[src/rtl/approx_add_err_monitor.sv]
// approx_add_err_monitor
//   Streaming error monitor for approximate ripple-carry adders. Each accepted
//   sample (in_a, in_b, in_approx) is compared against the exact sum and the
//   sum of absolute errors, the maximum absolute error and the count of
//   erroneous samples are accumulated over a programmed number of samples.
//
//   Ports:
//     clk, rst            clock, synchronous active-high reset
//     start, num_samples  run request (honoured in IDLE/DONE), sample count
//     in_valid, in_ready  sample stream handshake
//     in_a, in_b          operands (WIDTH bits)
//     in_approx           approximate sum under test (WIDTH+1 bits)
//     busy, done          RUN/FLUSH indicator, one-cycle completion pulse
//     sum_abs_err         saturating sum of |exact - approx| (ACC_W bits)
//     max_abs_err         largest |exact - approx| seen (WIDTH+1 bits)
//     err_count           saturating count of nonzero errors (CNT_W bits)
//
//   Build option ERR_MON_SELF_MODEL_EN: ignore in_approx and form the
//   approximate sum internally (APPROX_BITS LSBs use the approximate cell).
module approx_add_err_monitor #(
  parameter int unsigned WIDTH       = 8,
  parameter int unsigned APPROX_BITS = 2,
  parameter int unsigned CNT_W       = 16,
  parameter int unsigned ACC_W       = 32
) (
  input  logic             clk,
  input  logic             rst,
  input  logic             start,
  input  logic [CNT_W-1:0] num_samples,
  input  logic             in_valid,
  output logic             in_ready,
  input  logic [WIDTH-1:0] in_a,
  input  logic [WIDTH-1:0] in_b,
  input  logic [WIDTH:0]   in_approx,
  output logic             busy,
  output logic             done,
  output logic [ACC_W-1:0] sum_abs_err,
  output logic [WIDTH:0]   max_abs_err,
  output logic [CNT_W-1:0] err_count
);

  typedef enum logic [1:0] {S_IDLE, S_RUN, S_FLUSH, S_DONE} state_e;

  // Wide enough to hold either operand of the accumulate plus a carry.
  localparam int unsigned SW = ((ACC_W > WIDTH + 1) ? ACC_W : WIDTH + 1) + 1;

  state_e           state_q, state_d;
  logic [CNT_W-1:0] count_q, count_d;
  logic [CNT_W-1:0] accepted_q, accepted_d;
  logic             v1_q;
  logic [WIDTH:0]   err1_q;
  logic [ACC_W-1:0] sum_q;
  logic [WIDTH:0]   max_q;
  logic [CNT_W-1:0] errcnt_q;
  logic             done_q;

  logic             xfer;
  logic             clr;
  logic             enter_done;
  logic [WIDTH:0]   exact_w;
  logic [WIDTH:0]   approx_w;
  logic [WIDTH:0]   err_w;
  logic [SW-1:0]    sum_wide;

`ifdef ERR_MON_SELF_MODEL_EN
  // Approximate cell (X=a, Y=b, Z=carry-in): S = X~Y | Y~Z, Cout = Y | ~Z.
  function automatic logic [WIDTH:0] approx_sum(input logic [WIDTH-1:0] a,
                                                input logic [WIDTH-1:0] b);
    logic           c;
    logic [WIDTH:0] s;
    c = 1'b0;
    s = '0;
    for (int unsigned i = 0; i < WIDTH; i++) begin
      if (i < APPROX_BITS) begin
        s[i] = (a[i] & ~b[i]) | (b[i] & ~c);
        c    = b[i] | ~c;
      end else begin
        s[i] = a[i] ^ b[i] ^ c;
        c    = (a[i] & b[i]) | (c & (a[i] ^ b[i]));
      end
    end
    s[WIDTH] = c;
    return s;
  endfunction

  logic [WIDTH:0] unused_approx;
  assign unused_approx = in_approx;
  assign approx_w      = approx_sum(in_a, in_b);
`else
  localparam int unsigned unused_approx_bits = APPROX_BITS;
  assign approx_w = in_approx;
`endif

  assign exact_w = {1'b0, in_a} + {1'b0, in_b};
  assign err_w   = (exact_w >= approx_w) ? (exact_w - approx_w) : (approx_w - exact_w);

  assign in_ready    = (state_q == S_RUN);
  assign busy        = (state_q == S_RUN) || (state_q == S_FLUSH);
  assign done        = done_q;
  assign sum_abs_err = sum_q;
  assign max_abs_err = max_q;
  assign err_count   = errcnt_q;

  assign xfer     = in_valid && (state_q == S_RUN);
  assign sum_wide = SW'(sum_q) + SW'(err1_q);

  always_comb begin
    state_d    = state_q;
    count_d    = count_q;
    accepted_d = accepted_q;
    clr        = 1'b0;
    enter_done = 1'b0;
    case (state_q)
      S_IDLE, S_DONE: begin
        if (start) begin
          clr        = 1'b1;
          count_d    = num_samples;
          accepted_d = '0;
          if (num_samples == '0) begin
            state_d    = S_DONE;
            enter_done = 1'b1;
          end else begin
            state_d = S_RUN;
          end
        end
      end
      S_RUN: begin
        if (xfer) begin
          accepted_d = accepted_q + CNT_W'(1);
          if (accepted_d == count_q) state_d = S_FLUSH;
        end
      end
      S_FLUSH: begin
        // Stage 1 can only hold the final sample here, and it commits to the
        // stats on this same edge, so the pipeline is empty after one cycle.
        state_d    = S_DONE;
        enter_done = 1'b1;
      end
      default: state_d = S_IDLE;
    endcase
  end

  always_ff @(posedge clk) begin
    if (rst) begin
      state_q    <= S_IDLE;
      count_q    <= '0;
      accepted_q <= '0;
      v1_q       <= 1'b0;
      err1_q     <= '0;
      sum_q      <= '0;
      max_q      <= '0;
      errcnt_q   <= '0;
      done_q     <= 1'b0;
    end else begin
      state_q    <= state_d;
      count_q    <= count_d;
      accepted_q <= accepted_d;
      done_q     <= enter_done;
      // Stage 1: only the error magnitude is consumed downstream.
      v1_q       <= xfer;
      if (xfer) err1_q <= err_w;
      // Stage 2: stats update.
      if (clr) begin
        sum_q    <= '0;
        max_q    <= '0;
        errcnt_q <= '0;
      end else if (v1_q) begin
        if (sum_wide > SW'({ACC_W{1'b1}})) sum_q <= '1;
        else                               sum_q <= sum_wide[ACC_W-1:0];
        if (err1_q > max_q) max_q <= err1_q;
        if ((err1_q != '0) && (errcnt_q != '1)) errcnt_q <= errcnt_q + CNT_W'(1);
      end
    end
  end

endmodule

[config.mk]
export PLATFORM = sky130hd
export DESIGN_NAME = approx_add_err_monitor
export DESIGN_NICKNAME = d
export VERILOG_FILES = /design/src/rtl/approx_add_err_monitor.sv
export SDC_FILE = /design/constraint.sdc
export NUM_CORES = 1
export LEC_CHECK = 0
export ABC_AREA = 1
export CAP_MARGIN = 40
export CORE_MARGIN = 2
export CORE_UTILIZATION = 55
export DETAILED_ROUTE_END_ITERATION = 6
export PLACE_DENSITY = 0.81
export SYNTH_ARGS = -nofsm -noshare
export SYNTH_HDL_FRONTEND = slang
export SYNTH_SLANG_ARGS = --single-unit
[constraint.sdc]
create_clock -name clk -period 3.6 [get_ports clk]
set_input_delay 0.36 -clock clk [delete_from_list [all_inputs] [get_ports clk]]
set_output_delay 0.36 -clock clk [all_outputs]
set_load 0.02 [all_outputs]
==> summary.md, run 1 <==
| Metric | Value |
|---|---|
| CP bufs+invs | 6 |
| Final nets | 1231 |
| Vias in the first global route | 6337 |
| WL/cell | 12.9 µm |
| Setup-failing EPs final | 0 |
| N_diodes | 0 |
| Worst slew pin tran | 0.691 ns |
| Htree depth | 3 |
| Vias per inst | 5.28 |
| Setup Slack @ Placement | -0.132 ns |
| Most frequent cells in the layout | 201 x nand2_1, 138 x inv_1, 109 x a21oi_1, 104 x clkdlybuf4s50_1, 102 x dfxtp_1 |
| Primary FF master, synth | dfxtp_1 |
| EDFF count, synth | 0 |
| CP endpoint kind | flip-flop |
| Die width | 117 µm |
| Worst hold margin | 0.473 ns |
| First-pass GRT wire length | 28400 µm |
| Post-synthesis cell count | 1026 |
| Synth top area share | 29.0% |
| Number of DRC markers in iteration 0 | 570 |
| Placed cell count | 1293 |
| Worst-path fanout max | 8 |
| Root Buffer | clkbuf_16 |
| DRT Pass-1 Iters | 5 |
| Status | complete, no violations |
| Area grow syn2layout | 22.7% |
| Ports | 105 |
| Post-DRT Antenna Nets | 0 |
| Total number of vias | 6924 |
| Req. time, crit path | 3.91 ns |
| Critical Path Slowest Stage Cell | clkdlybuf4s50_1 |
| Clk slew on worst S/H paths | 0.07 ns |
| CTS tree | done |
| Starting density of the core | 56.0% |
| Syn. warnings | 0 |
| Worst setup SP type | input pin |
| Global route overflow | 0 |
| Distinct cells, synth | 50 |
| Top Family by Delay on Critical Path | buffers and inverters |
| Hold_buf cts | 0 |
| GRT Total Usage | 25.7% |
| Clock buffer depth | 2 |
| Synth area leaders | dfxtp_1 29%, nand2_1 11%, ha_1 8.5% |
| Max-Cap Viols | 0 |
| Fin cells | 1311 |
| Mean Syn Cell Area | 6.86 µm² |
| Residual DRC count | 0 |
| Core ar. | 12600 µm² |
| Async set-reset flop share out of synthesis | 0% |
| Mapped Area | 7040 µm² |
| GPL Wtd Cong | 0.932 |
| Pwr/cell area | 485 nW/µm² |
| Hold crit path type | flip-flop to flip-flop |
| Largest net degree at the start of global routing | 41 |
| Slew HR | 53.9% |
| Worst IR drop on VDD | 0.000504 V |
| Leakage Power | 0.00353 µW |
| Clock Latency Late Sink | 0.37 ns |
| Post-synth top area cell | dfxtp_1 |
| Initial antenna violation count | 0 |
| Final min period | 3.33 ns |
| Clock sink count | 102 |
| IO Port Bufs | 104 |
| Layout cell share with drive strength beyond 1 | 7.20% |
| Hold Violations, Final | 0 |
| CP arrival | 3.64 ns |
| Commonest non-fill, non-tap cell in the layout | nand2_1 |
| Setup slack after layout | 0.271 ns |
| Max Clock Skew | 0.0123 ns |
| Syn nets | 1123 |
| Fmax | 0.300 GHz |
| CP peak stage delay | 0.46 ns |
| Routed WL | 17000 µm |
| Row Count | 41 |
| Final Max Slew Viols | 0 |
| Register area share after synthesis | 29.0% |
| Cell Chain, Critical Path | clkdlybuf4s50_1, ha_1, inv_1, fa_1, o21ai_2, nand2_1, a21oi_1, nor2_1, xor2_1, inv_1, ha_1, a21o_1, a221oi_2, nand3_2, buf_4, inv_2, nand2_1, nand3_1, nand2_1, inv_1 |
| Chip height | 117 µm |
| #FFs+latches synth | 102 |
| CTS buffer count | 9 |
| Hpwl dp | 13000 µm |
| CP Class | input pin to flip-flop |
| Full die area | 13700 µm² |
| Post-route clock period utilization | 92.5% |
-- power breakdown --
group	internal, µW	switching (µW)
logic	696	1060
registers	1270	139
clock network	546	465
-- cell usage after synthesis (2+ instances only) --
library cell / n
nand3_1: 68
or2_0: 2
nand4_1: 16
nand2_1: 201
a21o_1: 5
nor4_1: 9
ha_1: 48
xor2_1: 40
a21oi_1: 109
and2_1: 2
nor3_1: 17
clkinv_1: 2
o21bai_1: 3
xnor2_1: 18
inv_2: 4
a211oi_1: 3
buf_2: 4
nand3_2: 3
o21ai_0: 62
nor2_2: 3
nor2_1: 90
inv_1: 138
nand2_2: 9
buf_6: 2
o21bai_2: 5
fa_1: 4
or2_2: 3
dfxtp_1: 102
buf_1: 2
o221ai_1: 2
a21oi_2: 3
o21a_1: 4
nor2_4: 5
clkbuf_1: 21
o21ai_2: 2
-- per-layer routing --
metal / GRT usage [%] / vias up / share of wire (%)
met3: 4.79 / 30 / 5.5
met1: 32.6 / 3127 / 44
li1: - / 3559 / -
met5: 0 / - / 0
met2: 44.5 / 208 / 48
met4: 7.76 / 0 / 1.8
-- registers in the layout, indices dropped and copies added, names as in the netlist --
register     cells
accepted_q      16
count_q         16
done             1
err1_q           9
err_count       16
max_abs_err      9
state_q          2
sum_abs_err     32
v1_q             1
-- area by class of cell --
class / count / area, µm²
Tap cell: 172 / 215
Multi-Input combinational cell: 750 / 4320
Fill cell: 1094 / 3940
Sequential cell: 102 / 2040
Inverter: 144 / 541
Clock buffer: 10 / 229
Timing Repair Buffer: 127 / 1210
Clock inverter: 6 / 68.8
-- worst min-delay path, stage by stage, from the launching register on --
cell and delay, ns:
dfxtp_1 0.31, inv_1 0.06, a21oi_1 0.05
-- final timing paths --
check / start / to / slack [ns] / cells past startpoint
hold / removal: count_q[3] / count_q[3] / 0.47 / 2
hold reg to reg: count_q[3] / count_q[3] / 0.47 / 2
setup reg to reg: sum_abs_err[0] / sum_abs_err[22] / 1.08 / 12
setup / recovery: in_a[0] / err1_q[7] / 0.27 / 20
-- logic make-up after synthesis --
family	after synthesis	share of synthesized area (%)
and+or+nand+nor	432	27.3
xor gates and xnor gates	60	7.89
DFF	102	29.0
buffers and inverters	174	9.62
AOI/OAI and AO/OA	206	16.5
adders and majority gates	52	9.67
-- repair_timing --
action	CTS	global route
resized for setup	0	2
buffers inserted	0	2
setup endpoints to repair	0	7
-- per-stage QoR --
stage	TNS [ns]	cell area (µm²)	power, µW	utilization [%]
floorplan	0	7040	2650	-
global placement	-0.273	8310	3130	66.2
detailed placement	-0.757	8310	3170	66.2
CTS	0	8610	4180	68.5
global route	-0.0136	8630	4480	68.7
finish	0	8630	4190	68.7
Power figures use the tool's default switching activity.
==> inputs of run 2 (changes only) <==
- CORE_UTILIZATION: 55 -> 45
- PLACE_DENSITY: 0.81 -> 0.68
- REMOVE_ABC_BUFFERS: default -> 1
==> run 2 against run 1 <==
Power is 1.3% lower; wire length fell by 0.66%; cell area rose by 0.57%; die area grew 21%; clock skew shrank 0.0061 ns; flip-flop and latch count unchanged; combinational power about the same; cell count up 3.1%; sequential power hardly changed; maximum frequency grew 0.83%; first-iteration DRC count is 38% lower; count of clock-buffer cells in the layout unchanged; critical endpoint is now err1_q[3]; largest cell class unchanged.
==> summary.md, run 2 (synthesis results as in run 1) <==
| Metric | Value |
|---|---|
| Unrepaired setup endpoints after global routing | no |
| # fillers | 1497 |
| Worst setup SP type | input pin |
| CP endpoint kind | flip-flop |
| Die width | 129 µm |
| Initial antenna violation count | 0 |
| First-pass GRT wire length | 28300 µm |
| Critical Path Slowest Stage Cell | clkdlybuf4s50_1 |
| IO Port Bufs | 104 |
| GPL Wtd Cong | 0.867 |
| Core ar. | 15300 µm² |
| Clock Latency Late Sink | 0.35 ns |
| Setup Slack @ Placement | -0.141 ns |
| Hold depth | 2 |
| Vias per inst | 4.92 |
| Max-Cap Viols | 0 |
| Req. time, crit path | 3.90 ns |
| DRT Pass-1 Iters | 6 |
| Hpwl dp | 13200 µm |
| CTS tree | done |
| Clock buffer depth | 2 |
| Starting density of the core | 46.1% |
| Post-route clock period utilization | 91.7% |
| Setup slack after layout | 0.298 ns |
| N_diodes | 0 |
| Layout cell share with drive strength beyond 1 | 7.19% |
| Pwr/cell area | 476 nW/µm² |
| Clock sink count | 102 |
| Clk slew on worst S/H paths | 0.07 ns |
| Final Max Slew Viols | 0 |
| Routed WL | 16900 µm |
| CP Class | input pin to flip-flop |
| Max FFs per register | 32 |
| Hold Violations, Final | 0 |
| Non-Filler Cell Area, Final | 8680 µm² |
| Postcts setup bufs | 0 |
| DP Area | 8400 µm² |
| Final nets | 1234 |
| Ports | 105 |
| CP peak stage delay | 0.46 ns |
| Commonest non-fill, non-tap cell in the layout | nand2_1 |
| Row Count | 45 |
| Reg2Reg Depth | 13 |
| Full die area | 16700 µm² |
| Worst IR drop on VDD | 0.000592 V |
| Status | complete, no violations |
| Root Buffer | clkbuf_16 |
| Final min period | 3.30 ns |
| Cell Chain, Critical Path | clkdlybuf4s50_1, ha_1, inv_1, fa_1, o21ai_1, nand2_1, a21oi_1, nor2_1, xor2_1, inv_1, ha_1, a21o_1, a221oi_2, nand3_2, buf_4, inv_2, nand2_1, nand3_1, nand2_1, inv_1 |
| Number of DRC markers in iteration 0 | 351 |
| Hold crit path type | flip-flop to flip-flop |
| CTS buffer count | 9 |
| Htree depth | 3 |
| Worst slew pin tran | 0.681 ns |
| Chip height | 129 µm |
| Max Clock Skew | 0.00615 ns |
| Setup-failing EPs final | 0 |
| Global route overflow | 0 |
| WL/cell | 12.5 µm |
| Largest net degree at the start of global routing | 41 |
| Most frequent cells in the layout | 201 x nand2_1, 138 x inv_1, 109 x a21oi_1, 104 x clkdlybuf4s50_1, 102 x dfxtp_1 |
| GRT Total Usage | 20.9% |
| Post-DRT Antenna Nets | 0 |
| Area grow syn2layout | 23.3% |
| CP arrival | 3.60 ns |
| Slew HR | 54.6% |
| Residual DRC count | 0 |
| Leakage Power | 0.00353 µW |
| Fmax | 0.303 GHz |
| Vias in the first global route | 6167 |
| Worst-path fanout max | 6 |
| Worst hold margin | 0.468 ns |
| Total number of vias | 6641 |
-- run 2: cell count changes in the layout (fill, tap and decap cells not counted), sizes merged --
cell / delta
clkinv: -2
clkinvlp: +2
inv: -2
buf: +3
-- run 2: final timing paths --
check | slack, ns | startpoint | endpoint
hold / removal | 0.47 | err_count[4] | err_count[4]
setup reg to reg | 1.06 | sum_abs_err[0] | sum_abs_err[30]
hold reg to reg | 0.47 | err_count[4] | err_count[4]
setup / recovery | 0.30 | in_a[0] | err1_q[3]
-- run 2: metal layers --
layer	routed length, µm	vias to the layer above	GRT usage [%]
met5	0	-	0
met4	163	0	5.82
met3	589	10	3.18
met2	7920	136	36.0
met1	8170	2928	27.2
li1	-	3567	-
-- run 2: area by class of cell --
class | instances | area (µm²) | share of cell area [%]
clock buffer | 10 | 229 | 2.64
clock inverter | 4 | 50.0 | 0.577
timing repair buffer | 130 | 1240 | 14.2
sequential | 102 | 2040 | 23.5
tap | 211 | 264 | 3.04
inverter | 144 | 541 | 6.23
multi-input combinational | 750 | 4320 | 49.7
-- run 2: where the power goes --
group | internal (µW) | leakage, µW | switching (µW)
Clock | 531 | 0.000130 | 430
Combinational | 700 | 0.00257 | 1060
Sequential | 1270 | 0.000828 | 137
-- run 2: critical path: cells and delay by family --
family | cells | cell delay [ns]
buffers and inverters | 6 | 0.88
adder cells (fa/ha/maj) | 3 | 0.87
AO/OA/AOI/OAI | 4 | 0.84
AND/OR/NAND/NOR | 6 | 0.48
XOR/XNOR | 1 | 0.18
-- run 2: metrics by stage --
step	total power, µW	instances	utilization [%]	setup TNS, ns
final	4130	1351	56.9	0
after global routing	4440	1351	56.9	0
after CTS	4170	1351	56.9	0
after detailed placement	3190	1337	55.1	-0.998
after global placement	3170	1337	55.1	-0.362
after floorplan	2590	996	-	0
-- run 2: what timing repair did --
item | CTS | global route
gates resized for setup | 0 | 1
hold buffers | 0 | 0
endpoints found under the setup margin | 0 | 7
